[src/rtl/dma_pkg.sv]
// Shared definitions for the single-channel word-copy DMA engine.
package dma_pkg;

  typedef enum logic [1:0] {
    StIdle,
    StRd,
    StWr,
    StFin
  } dma_state_e;

  localparam int unsigned AddrStepDefault = 4;

endpackage

[src/rtl/dma_engine.sv]
// Word-by-word memory copy engine: read one word, write it, advance, repeat.
module dma_engine
  import dma_pkg::*;
#(
  parameter int unsigned ADDR_STEP = AddrStepDefault
) (
  input  logic        clk,
  input  logic        rst,
  input  logic        start,
  input  logic [31:0] src_addr,
  input  logic [31:0] dst_addr,
  input  logic [31:0] transfer_size,
  output logic        mem_rd_req,
  output logic [31:0] mem_rd_addr,
  input  logic        mem_rd_ack,
  input  logic [31:0] mem_rd_data,
  output logic        mem_wr_req,
  output logic [31:0] mem_wr_addr,
  output logic [31:0] mem_wr_data,
  input  logic        mem_wr_ack,
  output logic        busy,
  output logic        done,
  output logic [31:0] words_left
);

  localparam logic [31:0] Step = 32'(ADDR_STEP);

  dma_state_e  state_q, state_d;
  logic [31:0] src_q, src_d;
  logic [31:0] dst_q, dst_d;
  logic [31:0] count_q, count_d;
  logic [31:0] data_q, data_d;

  always_comb begin
    state_d = state_q;
    src_d   = src_q;
    dst_d   = dst_q;
    count_d = count_q;
    data_d  = data_q;
    unique case (state_q)
      StIdle: begin
        if (start) begin
          src_d   = src_addr;
          dst_d   = dst_addr;
          count_d = transfer_size;
          state_d = (transfer_size == 32'd0) ? StFin : StRd;
        end
      end
      StRd: begin
        if (mem_rd_ack) begin
          data_d  = mem_rd_data;
          state_d = StWr;
        end
      end
      StWr: begin
        if (mem_wr_ack) begin
          count_d = count_q - 32'd1;
          // Addresses wrap modulo 2^32 by plain unsigned overflow.
          src_d   = src_q + Step;
          dst_d   = dst_q + Step;
          state_d = (count_q > 32'd1) ? StRd : StFin;
        end
      end
      StFin:   state_d = StIdle;
      default: state_d = StIdle;
    endcase
  end

  always_ff @(posedge clk) begin
    if (rst) begin
      state_q <= StIdle;
      src_q   <= 32'd0;
      dst_q   <= 32'd0;
      count_q <= 32'd0;
      data_q  <= 32'd0;
    end else begin
      state_q <= state_d;
      src_q   <= src_d;
      dst_q   <= dst_d;
      count_q <= count_d;
      data_q  <= data_d;
    end
  end

  assign mem_rd_req  = (state_q == StRd);
  assign mem_rd_addr = src_q;
  assign mem_wr_req  = (state_q == StWr);
  assign mem_wr_addr = dst_q;
  assign mem_wr_data = data_q;
  assign busy        = (state_q == StRd) || (state_q == StWr);
  assign done        = (state_q == StFin);
  assign words_left  = count_q;

endmodule

[config.mk]
export PLATFORM = sky130hd
export DESIGN_NAME = dma_engine
export DESIGN_NICKNAME = d
export VERILOG_FILES = /design/src/rtl/dma_pkg.sv /design/src/rtl/dma_engine.sv
export SDC_FILE = /design/constraint.sdc
export NUM_CORES = 1
export LEC_CHECK = 0
export BUFFER_PORTS_ARGS = -buffer_cell sky130_fd_sc_hd__clkbuf_2
export CORE_ASPECT_RATIO = 0.9
export CORE_MARGIN = 8
export CORE_UTILIZATION = 51
export CTS_CLUSTER_DIAMETER = 60
export DETAILED_ROUTE_END_ITERATION = 10
export HOLD_SLACK_MARGIN = 0.06
export PLACE_DENSITY = 0.82
export SLEW_MARGIN = 0
export SYNTH_ARGS = -nofsm -noshare
export SYNTH_HDL_FRONTEND = slang
export SYNTH_SLANG_ARGS = --single-unit
[constraint.sdc]
create_clock -name clk -period 2.85 [get_ports clk]
set_input_delay 0.4275 -clock clk [delete_from_list [all_inputs] [get_ports clk]]
set_output_delay 0.4275 -clock clk [all_outputs]
set_load 0.01 [all_outputs]
# After elaboration in Yosys (flattened, before gate mapping)
# Cells that the tools add are included.
[totals]
regBits = 130
inputBits = 133
out_inout_bits = 132
elab_cells = 37
[op_classes]
n_addsub = 3
order_cmp = 1
eq_ne = 6
muxes = 15
n_reduce_logical = 7
[ops]
columns = ["op", "count"]
rows = [
  ["$mux W32", 6],
  ["$pmux W32 S2", 3],
  ["$add A32 B3 Y32 const B", 2],
  ["$gt A32 B1 Y1 const B", 1],
  ["$logic_not A32 Y1", 1],
  ["$sub A32 B1 Y32 const B", 1],
  ["$mux W2", 5],
  ["$pmux W2 S4", 1],
  ["$reduce_and A3 Y1", 2],
  ["$eq A2 B2 Y1 const B", 2],
  ["$ne A2 B1 Y1 const B", 2],
  ["$eq A2 B1 Y1 const B", 1],
  ["$logic_not A2 Y1", 1],
  ["$ne A2 B2 Y1 const B", 1],
  ["$reduce_and A2 Y1", 1],
  ["$reduce_bool A2 Y1", 1],
  ["$logic_or A1 B1 Y1", 1],
]

# Depth between registers and ports, before layout
# Gate-level depths: netlist (run 1).
[logic_depth]
depth_word = 4
depth_mapped = 10
ltp_nobuf = 7

# Worst setup path before layout (run 1)
# OpenSTA, ideal clock, no wires.
[synth_timing]
kind = "reg2reg"
from = "register count_q[0], in the netlist words_left[0]"
to = "register count_q[16], in the netlist words_left[16]"
setup_time_ns = 0.057
t_arrival_ns = 2.236
required_ns = 2.793
slack_ns = 0.558
stages_incl_launch_ff = 9
n_path_buf = 1
period_less_slack_ns = 2.292
cell_sequence = "dfxtp_1 -> inv_1 -> ha_1 -> or3b_2 -> clkbuf_1 -> or3_4 -> or4_1 -> a21oi_1 -> o21ba_2"
[synth_via]
elab_chain_len = 3
[synth_lines]
columns = ["element", "line_no", "source"]
rows = [
  ["from (decl)", "dma_engine.sv:31", "logic [31:0] count_q, count_d;"],
  ["from (signal assigned)", "dma_engine.sv:80", "count_q <= count_d;"],
  ["$sub A32 B1 Y32", "dma_engine.sv:57", "count_d = count_q - 32'd1;"],
  ["$mux W32", "dma_engine.sv:56", "if (mem_wr_ack) begin"],
  ["$pmux W32 S2", "dma_engine.sv:40", "unique case (state_q)"],
]
# Every way passes these cells. The select of a mux whose other input is x is not followed.
# A chain may end at the register's enable or synchronous reset.

# Worst setup path in the final report (run 1)
[layout_timing]
from = "register state_q[0]"
to = "register src_q[17], in the netlist mem_rd_addr[17]"
[layout_via]
elab_chain_len = 3
word_cells_on_any_way = 7
cone_classes = "eq/ne: 3; mux: 1; reduce/logical: 3"
[layout_lines]
columns = ["element", "line_no", "source"]
rows = [
  ["from (decl)", "dma_engine.sv:28", "dma_state_e state_q, state_d;"],
  ["from (signal assigned)", "dma_engine.sv:71", "state_q <= StIdle;"],
  ["from (signal assigned)", "dma_engine.sv:77", "state_q <= state_d;"],
  ["$eq A2 B2 Y1 / $logic_not A2 Y1 (equally long branches)", "dma_engine.sv:40", ""],
  ["$ne A2 B1 Y1 (no source line), or another cell as far along", "-", ""],
  ["$reduce_and A3 Y1 (no source line)", "-", ""],
  ["to (signal assigned)", "dma_engine.sv:78", "src_q <= src_d;"],
  ["to (decl)", "dma_engine.sv:29", "logic [31:0] src_q, src_d;"],
]
# Parallel ways exist; a longest one is shown, timed or not.

==> results.sh, run 1 <==
export IMPL_drt_total_wl_um=26700
export IMPL_postCtsSetupBuffers=0
export IMPL_cp_end_kind="flop"
export IMPL_fp_dieArea_um2=18700
export IMPL_syn_avg_cell_area_um2=7.34
export IMPL_hold_buffers=0
export IMPL_grt_pass1_vias=8243
export IMPL_die_w_um=143
export IMPL_fin_crit_ns=2.50
export IMPL_ys_types=62
export IMPL_crit_type="reg2reg"
export IMPL_grt_pass1_wl_um=41600
export IMPL_nets=1388
export IMPL_arrival_ns=2.78
export IMPL_finClkSkew_ns=0.00593
export IMPL_area_growth_pct=28.8
export IMPL_n_antenna_cell=0
export IMPL_routed_wire_length_per_instance_um=18.4
export IMPL_cp_max_fo=38
export IMPL_remaining_drc_errors=0
export IMPL_synthCells=1011
export IMPL_rows=42
export IMPL_clk_pin_slew_ns=0.06
export IMPL_clkLatencyLatePin_ns=0.42
export IMPL_p_per_area_nw_per_um2=1090
export IMPL_p_leak_nw=3.98
export IMPL_ant_nets=0
export IMPL_fillerInstances=1265
export IMPL_fp_dieH_um=130
export IMPL_place_ws_ns=0.407
export IMPL_core_region_area_um2=14500
export IMPL_post_route_period_util_pct=87.6
export IMPL_overflow=0
export IMPL_num_vias=8930
export IMPL_crit_required_ns=3.13
export IMPL_ys_flop_type="dfxtp_1"
export IMPL_synth_area_um2=7420
export IMPL_clockBufferDepth=2
export IMPL_fmax_mhz=400
export IMPL_yosysWarnings=0
export IMPL_status="complete, no violations"
export IMPL_initial_core_util_pct=51.3
export IMPL_grt_max_degree=84
export IMPL_fin_ws_ns=0.352
export IMPL_worstSetupStartpointType="flop"
export IMPL_final_seq_area_um2=2600
export IMPL_yosys_register_bits=130
export IMPL_cts_tree="built"
export IMPL_peakVddDrop_mv=0.568
export IMPL_htree_num_levels=4
export IMPL_worstMarginPinSlew_ns=1.16
export IMPL_ys_seq_area_share_pct=35.1
export IMPL_slew_headroom_pct=22.9
export IMPL_cts_root_buffer_cell="clkbuf_16"
export IMPL_grt_usage_pct=27.7
export IMPL_cts_sinks=130
export IMPL_async_reset_ff_share_pct=0
export IMPL_cts_resized=0
export IMPL_grt_antenna_before_repair=0
export IMPL_finalSetupViolCount=0
export IMPL_firstDrtPassIters=5
export IMPL_routabilityCongestion=0.921
export IMPL_synth_nets=1153
export IMPL_rsz0062_at_grt="false"
export IMPL_cts_buffers_inserted=17
export IMPL_slew_viol_final=0
export IMPL_drive_gt1_share_pct=27.7
export IMPL_io_pins=265
export IMPL_multi_input_area_um2=4470
export IMPL_hpwl_um=19200
export IMPL_hp_class="in2reg"
export IMPL_synth_edf_count=0
export IMPL_final_setup_tns_ns=0
export IMPL_maxCapViolCount=0
export IMPL_finalHoldViolations=0
export IMPL_dr_first_iter_drc_count=865
export IMPL_viasPerCell=6.13
export IMPL_portBuffers=264
cells in the final DEF (no fill, tap or decap), drive strengths merged, types with 5 or more instances in the layout:
master and n:
a211oi 18, a21o 8, a21oi 113, a221oi 7
a22oi 7, a31oi 22, and2 5, and3 22
and4 6, buf 31, clkbuf 284, clkinv 7
dfxtp 130, ha 9, inv 18, mux2i 18
nand2 148, nand2b 6, nand3 46, nand4 39
nor2 67, nor2b 12, nor3 42, nor4 30
o211ai 5, o21ai 56, o22ai 18, o31ai 5
or2 5, or3 11, or4 11
cell usage after synthesis, drive strengths merged, types with 4 or more instances:
library cell	instances	area [um2]
nand3	46	235
a211o	4	35.0
nand2	148	558
dfxtp	130	2600
ha	9	113
clkbuf	70	263
mux2i	18	180
o21ai	56	280
a21o	8	60.1
o22ai	18	113
or4	11	86.3
inv	18	67.6
or2	5	31.3
a2bb2oi	4	35.0
a221oi	7	67.6
a31oi	22	138
mux2	4	45.0
and3	22	138
o31ai	5	37.5
o211ai	5	37.5
nor3	42	210
a211oi	18	135
nor2	67	251
a22oi	7	52.6
nand4	39	244
nand3b	4	30.0
nor4	30	203
a21oi	113	566
nor2b	12	75.1
and2	5	31.3
or3	11	75.1
buf	8	40.0
and4	6	52.6
nand2b	6	37.5
worst max-delay path: stages, from the launching register on:
cell and delay [ns]:
dfxtp_1 0.39, inv_1 0.13, ha_1 0.28, nand2b_1 0.27, and3_2 0.57, buf_12 0.26
nor2_1 0.05, a2111oi_0 0.40
through the flow:
stage | instances | total power [mW] | hold WS, ns | utilization (%) | cell area [um2]
2_1_floorplan | 1011 | 6.36 | 0.476 | - | 7420
3_3_place_gp | 1425 | 8.04 | 0.440 | 62.1 | 8980
3_5_place_dp | 1425 | 8.16 | 0.446 | 62.1 | 8980
4_1_cts | 1457 | 10.3 | 0.216 | 66.1 | 9560
5_1_grt | 1457 | 11.1 | 0.222 | 66.1 | 9560
6_report | 1457 | 10.4 | 0.227 | 66.1 | 9560
report_power, final:
| group | total [mW] | switching, mW | internal (mW) |
|---|---|---|---|
| Sequential | 3.22 | 0.822 | 2.40 |
| Combinational | 5.00 | 3.09 | 1.92 |
| Clock | 2.15 | 0.804 | 1.34 |
layout make-up:
cell class	instances	share of cell area (%)
Multi-Input combinational cell	785	46.8
Sequential cell	130	27.2
Timing Repair Buffer	294	16.6
Clock buffer	21	4.92
Tap cell	198	2.59
Clock inverter	11	1.15
Inverter	18	0.707
final timing paths:
kind                        start               to  slack (ns)  cells past startpoint
setup / recovery       state_q[0]  mem_rd_addr[17]        0.35                      7
hold reg to reg   mem_wr_data[29]  mem_wr_data[29]        0.45                      2
setup reg to reg       state_q[0]  mem_rd_addr[17]        0.35                      7
hold / removal    mem_rd_data[16]  mem_wr_data[16]        0.23                      3
cell families (layout without fill, tap and decap cells):
logic type	after synthesis	in the layout	synth area share, %
muxes	22	22	3.04
AOI/OAI and AO/OA	292	292	23.9
DFF	130	130	35.1
adders and majority gates	9	9	1.52
buffers and inverters	96	344	4.99
and+or+nand+nor	462	462	31.4
metal layers:
| layer | part of all wire (%) | wire length (um) | track usage, % | up-vias |
|---|---|---|---|---|
| met5 | 0 | 0 | 0 | - |
| met4 | 3.8 | 1020 | 12.8 | 0 |
| met3 | 9.2 | 2470 | 6.83 | 84 |
| met2 | 47 | 12500 | 44.7 | 468 |
| met1 | 40 | 10700 | 34.4 | 4156 |
| li1 | - | - | - | 4222 |
flip-flops by register name (all words and copies together) (netlist names):
signal,cells
mem_rd_addr,32
mem_wr_addr,32
mem_wr_data,32
words_left,32
state_q,2
Note: power is estimated with default switching activity, not from simulation.
==> run 2, diff against run 1 <==
- REMOVE_ABC_BUFFERS: default -> 1
==> results.sh, run 2 (same netlist as run 1, synthesis figures left out) <==
export IMPL_layout_common_cells="clkbuf_2 (263), nand2_1 (147), dfxtp_1 (130)"
export IMPL_num_vias=8890
export IMPL_peakVddDrop_mv=0.821
export IMPL_viasPerCell=6.12
export IMPL_dr_first_iter_drc_count=973
export IMPL_grt_max_degree=73
export IMPL_p_leak_nw=3.98
export IMPL_finClkSkew_ns=0.0111
export IMPL_rsz0062_at_grt="false"
export IMPL_die_w_um=143
export IMPL_final_cell_area_um2=9590
export IMPL_dpl_cell_area_um2=8960
export IMPL_status="complete, no violations"
export IMPL_routabilityCongestion=0.881
export IMPL_io_pins=265
export IMPL_initial_core_util_pct=51.3
export IMPL_area_growth_pct=29.2
export IMPL_remaining_drc_errors=0
export IMPL_grt_antenna_before_repair=0
export IMPL_finalPower_mw=10.6
export IMPL_min_delay_start="mem_rd_data[27]"
export IMPL_rows=42
export IMPL_grt_usage_pct=27.7
export IMPL_fillerInstances=1281
export IMPL_hpwl_um=19100
export IMPL_arrival_ns=2.77
export IMPL_cts_sinks=130
export IMPL_finalSetupViolCount=0
export IMPL_final_common_cell="clkbuf_2"
export IMPL_whs_endpoint="mem_wr_data[27]"
export IMPL_cp_end_kind="flop"
export IMPL_crit_required_ns=3.17
export IMPL_cts_tree="built"
export IMPL_routed_wire_length_per_instance_um=18.5
export IMPL_portBuffers=264
export IMPL_nets=1384
export IMPL_drive_gt1_share_pct=27.4
export IMPL_postCtsSetupBuffers=0
export IMPL_grt_pass1_wl_um=41900
export IMPL_cts_buffers_inserted=17
export IMPL_slew_headroom_pct=46.7
export IMPL_hold_buffers=0
export IMPL_clockBufferDepth=2
export IMPL_r2r_slack_ns=0.40
export IMPL_fin_crit_ns=2.45
export IMPL_firstDrtPassIters=5
export IMPL_fp_dieH_um=130
export IMPL_worstMarginPinSlew_ns=0.797
export IMPL_fmax_mhz=409
export IMPL_p_per_area_nw_per_um2=1100
export IMPL_clkLatencyLatePin_ns=0.42
export IMPL_hold_path_depth=3
export IMPL_drt_total_wl_um=26900
export IMPL_slew_viol_final=0
export IMPL_r2r_end="mem_rd_addr[2]"
export IMPL_ant_nets=0
export IMPL_r2r_cells=7
export IMPL_overflow=0
export IMPL_cp_max_fo=46
export IMPL_maxCapViolCount=0
export IMPL_hp_class="in2reg"
export IMPL_clk_pin_slew_ns=0.06
export IMPL_cts_resized=0
export IMPL_core_region_area_um2=14500
export IMPL_grt_pass1_vias=8200
export IMPL_n_antenna_cell=0
export IMPL_cts_root_buffer_cell="clkbuf_16"
export IMPL_post_route_period_util_pct=85.9
export IMPL_worstSetupStartpointType="flop"
export IMPL_finalHoldViolations=0
export IMPL_crit_type="reg2reg"
export IMPL_r2r_start="state_q[1]"
export IMPL_htree_num_levels=4
export IMPL_fp_dieArea_um2=18700
run 2: cell type report:
type | count | area (um2) | area share (%)
Timing Repair Buffer | 290 | 1570 | 16.4
Multi-Input combinational cell | 785 | 4470 | 46.6
Clock buffer | 22 | 474 | 4.95
Tap cell | 198 | 248 | 2.58
Sequential cell | 130 | 2600 | 27.1
Clock inverter | 10 | 155 | 1.62
Inverter | 18 | 67.6 | 0.705
run 2: where the power goes:
group	total [mW]	switching [mW]	internal, mW
combinational	5.03	3.12	1.91
sequential	3.21	0.808	2.40
clock	2.35	0.827	1.53
run 2: through the flow:
stage | setup slack [ns] | util (%) | setup TNS [ns] | std cells | hold slack (ns)
global placement | 0.556 | 62.0 | 0 | 1421 | 0.441
CTS | 0.469 | 66.3 | 0 | 1453 | 0.213
detailed placement | 0.481 | 62.0 | 0 | 1421 | 0.445
finish | 0.403 | 66.3 | 0 | 1453 | 0.222
global route | 0.235 | 66.3 | 0 | 1453 | 0.219
floorplan | -2.51 | - | -193.04 | 933 | 0.470
run 2: critical path: stages, from the launching register on:
cell	delay (ns)
dfxtp_1	0.41
inv_1	0.11
ha_1	0.26
nand2b_1	0.29
and3_2	0.53
buf_12	0.28
o21ai_0	0.12
a221oi_1	0.31
run 2: worst max path at each step:
stage                             start               to  cells past startpoint
after floorplan              state_q[0]  mem_wr_addr[31]                      7
after global placement    words_left[0]   words_left[16]                      7
after detailed placement     state_q[0]  mem_rd_addr[17]                      7
after CTS                    state_q[0]  mem_rd_addr[17]                      7
after global routing         state_q[0]   words_left[20]                      7
final                        state_q[1]   mem_rd_addr[2]                      7
run 2: metal layers:
layer | part of all wire [%] | track usage, % | vias up
met5 | 0 | 0 | -
met4 | 2.7 | 10.7 | 0
met3 | 11 | 7.99 | 60
met2 | 47 | 44.0 | 511
met1 | 40 | 35.2 | 4101
li1 | - | - | 4218
